==> config.mk <==
export PLATFORM = sky130hd
export DESIGN_NAME = seq_multiplier
export DESIGN_NICKNAME = d
export VERILOG_FILES = /design/src/rtl/seq_multiplier_pkg.sv /design/src/rtl/mult_add_stage.sv /design/src/rtl/seq_multiplier.sv
export SDC_FILE = /design/constraint.sdc
export NUM_CORES = 1
export LEC_CHECK = 0
export CORE_MARGIN = 5
export CORE_UTILIZATION = 51
export DETAILED_ROUTE_END_ITERATION = 8
export PLACE_DENSITY = 0.84
export SLEW_MARGIN = 20
export SYNTH_ARGS = -nofsm -noshare
export SYNTH_HDL_FRONTEND = slang
export SYNTH_SLANG_ARGS = --single-unit
==> constraint.sdc <==
create_clock -name clk -period 3.84 [get_ports clk]
set_clock_uncertainty 0.1 [all_clocks]
set_input_delay 0.576 -clock clk [delete_from_list [all_inputs] [get_ports clk]]
set_output_delay 0.576 -clock clk [all_outputs]
set_load 0.02 [all_outputs]
==> src/rtl/seq_multiplier_pkg.sv <==
// Shared definitions for the sequential shift-add multiplier:
// FSM state encodings and the counter-width helper.
package seq_multiplier_pkg;

  typedef enum logic [1:0] {
    ST_IDLE = 2'd0,
    ST_RUN  = 2'd1,
    ST_DONE = 2'd2
  } state_t;

  // Bits needed to count 0..n-1, never less than one.
  function automatic int mult_clog2(input int n);
    int w;
    w = 1;
    while ((1 << w) < n) w++;
    return w;
  endfunction

endpackage

==> src/rtl/mult_add_stage.sv <==
// Combinational W-bit add/subtract used for one partial-product step.
// When sub=1 the result is x - y; co carries out of the top bit.
module mult_add_stage #(
  parameter int W = 5
) (
  input  logic [W-1:0] x,
  input  logic [W-1:0] y,
  input  logic         sub,
  output logic [W-1:0] s,
  output logic         co
);

  // Single adder; subtraction reuses it via the wider difference.
  always_comb begin
    if (sub) {co, s} = {1'b0, x} - {1'b0, y};
    else     {co, s} = {1'b0, x} + {1'b0, y};
  end

endmodule

==> src/rtl/seq_multiplier.sv <==
// Sequential shift-add multiplier: one multiplier bit retired per clock,
// valid/ready on both operand and product sides, one operation in flight.
// Build option: MULT_SIGNED_EN selects two's-complement operands/product
// (B sign-extended, final iteration subtracts when A's MSB is set).
module seq_multiplier
  import seq_multiplier_pkg::*;
#(
  parameter int WA = 3,
  parameter int WB = 4
) (
  input  logic             clk,
  input  logic             rst_n,
  input  logic             in_valid,
  output logic             in_ready,
  input  logic [WA-1:0]    a_in,
  input  logic [WB-1:0]    b_in,
  output logic             out_valid,
  input  logic             out_ready,
  output logic [WA+WB-1:0] p_out,
  output logic             busy
);

  localparam int WP = WA + WB;
  localparam int CW = mult_clog2(WA);
  localparam int AW = WB + 1;

  state_t          state;
  logic [WA-1:0]   a_q;
  logic [WB-1:0]   b_q;
  logic [WP:0]     acc;
  logic [CW-1:0]   cnt;

  logic            last_iter;
  logic            a_bit;
  logic            sub;
  logic [AW-1:0]   win_x;
  logic [AW-1:0]   add_y;
  logic [AW-1:0]   sum;
  logic            co;
  logic [WP:0]     sum_ext;
  logic [WP:0]     low_mask;
  logic [WP:0]     acc_next;

  // Window of the accumulator aligned to the current multiplier bit, and the
  // updated accumulator with the window result written back at that offset.
  always_comb begin
    last_iter = (cnt == CW'(WA - 1));
    a_bit     = a_q[cnt];
    win_x     = AW'(acc >> cnt);
`ifdef MULT_SIGNED_EN
    add_y     = {b_q[WB-1], b_q};
    sub       = last_iter;
    sum_ext   = {{(WP + 1 - AW){sum[AW-1]}}, sum};
`else
    add_y     = {1'b0, b_q};
    sub       = 1'b0;
    sum_ext   = {{(WP - AW){1'b0}}, co, sum};
`endif
    low_mask  = ({{WP{1'b0}}, 1'b1} << cnt) - {{WP{1'b0}}, 1'b1};
    acc_next  = (acc & low_mask) | (sum_ext << cnt);
  end

  mult_add_stage #(.W(AW)) u_add (
    .x   (win_x),
    .y   (add_y),
    .sub (sub),
    .s   (sum),
    .co  (co)
  );

  // Control FSM with registered handshake outputs, operand capture and
  // accumulator update.
  always_ff @(posedge clk or negedge rst_n) begin
    if (!rst_n) begin
      state     <= ST_IDLE;
      in_ready  <= 1'b1;
      out_valid <= 1'b0;
      busy      <= 1'b0;
      p_out     <= '0;
      acc       <= '0;
      cnt       <= '0;
      a_q       <= '0;
      b_q       <= '0;
    end else begin
      case (state)
        ST_IDLE: begin
          if (in_valid && in_ready) begin
            a_q      <= a_in;
            b_q      <= b_in;
            acc      <= '0;
            cnt      <= '0;
            in_ready <= 1'b0;
            busy     <= 1'b1;
            state    <= ST_RUN;
          end
        end
        ST_RUN: begin
          if (a_bit) acc <= acc_next;
          if (last_iter) begin
            cnt   <= '0;
            state <= ST_DONE;
          end else begin
            cnt <= cnt + 1'b1;
          end
        end
        ST_DONE: begin
          // First DONE cycle registers the product; afterwards wait for accept.
          if (!out_valid) begin
            p_out     <= acc[WP-1:0];
            out_valid <= 1'b1;
          end else if (out_ready) begin
            out_valid <= 1'b0;
            busy      <= 1'b0;
            in_ready  <= 1'b1;
            state     <= ST_IDLE;
          end
        end
        default: state <= ST_IDLE;
      endcase
    end
  end

endmodule

==> flow_summary.toml <==
[sta]
timing.fmax_mhz = 323
layout_setup_ws_ns = 0.744
timing.hold.ws_ns = 0.408
tightest_slew_ns = 0.658
setup_viol = 0
fin_setup_tns_ns = 0
finalCriticalPeriod_ns = 3.10
drv_slew = 0
finalHoldViolCount = 0
rsz0062_at_grt = "no"
relSlewSlack_pct = 56.2
post-route-period-util_pct = 80.6

[clock_tree]
cts_tree = "built"
hold_buffers = 0
cts.sinks = 29
h-tree-depth = 2
cts_buffers = 5
path_clk_slew_ns = 0.09
post-cts-setup-buffers = 0
cts_root_buffer = "clkbuf_4"
clock_latency_ns = 0.32
cts_resized = 0
clk_path_buf_depth = 2

[floorplanning]
die_x_um = 67.2
die_h_um = 67.2
die_area_um2 = 4510
core_um2 = 3100
start_util_pct = 53.8
num_rows = 20
io_pins = 21

[critical_path]
criticalPathCategory = "reg2reg"
startpoint = "cnt[0]$_DFFE_PN0P_"
cp_max_fo = 14
cp-endpoint = "acc[5]$_DFFE_PN0P_"
rrSetupSlack_ns = 0.74
reg2reg_depth = 7
timing.rr.end = "acc[5]$_DFFE_PN0P_"
r2r-start = "cnt[0]$_DFFE_PN0P_"
endpoint_kind = "flip-flop"
required_ns = 3.95
worstPathArrival_ns = 3.21
start_kind = "flip-flop"

[logic_synthesis]
ys.flop_type = "dfrtp_1"
yosys_warnings = 0
syn-num-nets = 166
async_flop_share_pct = 100
synthCells = 149
yosysSeqAreaShare_pct = 43.6
synth-seq-cells = 29
avgSynthCellArea_um2 = 11.2
yosysUniqueCellTypes = 44
syn-cell-area_um2 = 1670
synth_edf_count = 0

[outcome]
status = "complete, no violations"

[power]
combPwrFrac_pct = 52.4
seqPwrFrac_pct = 35.3
clockPowerShare_pct = 12.3
power_density_nw_per_um2 = 856
swShare_pct = 42.1
p_sw_mw = 0.712
p_leak_nw = 0.868
p_int_mw = 0.978
peakVddDrop_mv = 0.387

[flow_run]
cap_viol_max_count = 0

[drt]
topRoutingLayerUsed = "met4"
vias_per_cell = 6.01
met3_length_um = 226
first_pass_iters = 4
drc = 0
routed_wl_mm = 3.65
drtIter0Drc = 85
wire_per_inst_um = 16.9
met2WireLength_mm = 1.79
ant_nets = 0
vias = 1299
met1_length_mm = 1.56

[global_route]
grt_pass1_vias = 1318
antenna_found_initial = 0
grt.total_usage_pct = 18.7
gr-total-overflow = 0
grt_pass1_wl_mm = 6.32
grt_max_degree = 30

[finish]
area.sequential_um2 = 727
syn2layout_area_growth_pct = 18.5
num_antenna_cells = 0
multi_input_area_um2 = 886
n_fill_cell = 289
drive_gt1_share_pct = 19.2
fin_nets = 188

[place]
dp_hpwl_mm = 2.76
place.gp.congestion = 0.925
dp_worst_setup_slack_ns = 0.816
portBuffers = 20

[min_path]
min_path_type = "reg2reg"
-- layout make-up --
| cell class | count | share of cell area [%] |
|---|---|---|
| multi-input combinational | 107 | 44.8 |
| clock inverter | 1 | 0.253 |
| clock buffer | 7 | 3.29 |
| sequential | 29 | 36.8 |
| tap | 44 | 2.79 |
| inverter | 6 | 1.14 |
| timing repair buffer | 22 | 10.9 |
-- sequential cells by signal, indices dropped and copies added (netlist names) --
register	cells
acc	8
p_out	7
b_q	4
a_q	3
cnt	2
state	2
busy	1
in_ready	1
out_valid	1
-- critical path, stage by stage, from the launching register on --
cell and delay (ns):
dfrtp_1 0.65, buf_4 0.25, mux4_2 0.51, ha_1 0.39, a21oi_1 0.11, a21boi_0 0.48, o21ai_0 0.20, a32o_1 0.29
-- kinds of logic (layout without fill, tap and decap cells) --
family	after synthesis	after routing	share of synthesized area, %
AND/OR/NAND/NOR	39	39	13.0
AO/OA/AOI/OAI	38	38	16.1
flip-flops	29	29	43.6
multiplexers	22	22	18.0
buffers and inverters	13	36	3.30
adder cells (fa/ha/maj)	6	6	4.95
XOR/XNOR	2	2	1.05
-- cells in the mapped netlist, drive strengths merged, types with 2 or more instances --
library cell,instances,area [µm²]
o22ai,2,12.5
nand2b,6,37.5
a21oi,6,30.0
a221o,3,30.0
nand2,10,37.5
and3b,2,17.5
clkbuf,4,15.0
inv,6,22.5
or3b,2,20.0
o21ai,12,60.1
nand3,2,10.0
a32o,3,30.0
nor2,7,26.3
buf,3,17.5
mux2,14,158
dfrtp,28,701
mux4,5,113
mux2i,3,30.0
ha,5,62.6
a21boi,2,15.0
xor2,2,17.5
nor2b,3,18.8
-- per-stage QoR --
stage                     cell area, µm²  utilization, %  total power, mW  cells
final                               1980            63.7             1.69    216
after global routing                1980            63.7             1.82    216
after CTS                           1980            63.7             1.69    216
after detailed placement            1910            61.4             1.48    208
after global placement              1910            61.4             1.43    208
after floorplan                     1670               -             1.21    149
-- cell usage in the layout (no fill, tap or decap), types with 2 or more instances in the layout --
cell type        instances
dfrtp_1                 28
clkdlybuf4s50_1         20
mux2_2                  14
o21ai_0                 12
nand2_1                 10
nor2_1                   7
inv_1                    6
nand2b_1                 6
a21oi_1                  6
mux4_2                   5
ha_1                     5
clkbuf_4                 5
nor2b_1                  3
mux2i_1                  3
a221o_1                  3
a32o_1                   3
and3b_1                  2
nand3_1                  2
xor2_1                   2
o22ai_1                  2
clkbuf_8                 2
buf_4                    2
-- per-layer routing --
metal	up-vias	track usage (%)
li1	599	-
met1	636	23.8
met2	52	30.3
met3	12	5.82
met4	0	6.08
met5	-	0
-- how the worst min path moves through the flow --
stage / from / end / depth (start not counted) / slack (ns)
after global placement: acc[7]$_DFFE_PN0P_ / acc[7]$_DFFE_PN0P_ / 1 / 0.37
final: p_out[4]$_DFFE_PN0P_ / p_out[4]$_DFFE_PN0P_ / 1 / 0.41
after global routing: p_out[4]$_DFFE_PN0P_ / p_out[4]$_DFFE_PN0P_ / 1 / 0.43
after detailed placement: acc[7]$_DFFE_PN0P_ / acc[7]$_DFFE_PN0P_ / 1 / 0.40
after floorplan: rst_n / a_q[0]$_DFFE_PN0P_ / 0 / 0.18
after CTS: acc[7]$_DFFE_PN0P_ / acc[7]$_DFFE_PN0P_ / 1 / 0.42
-- power by group through the flow --
stage	Clock [mW]	Sequential, mW	Combinational (mW)
2_1_floorplan	0	0.547	0.660
3_3_place_gp	0	0.583	0.847
3_5_place_dp	0	0.600	0.875
4_1_cts	0.216	0.594	0.881
5_1_grt	0.235	0.622	0.964
6_report	0.209	0.596	0.886
Note: power is estimated with default switching activity, not from simulation.
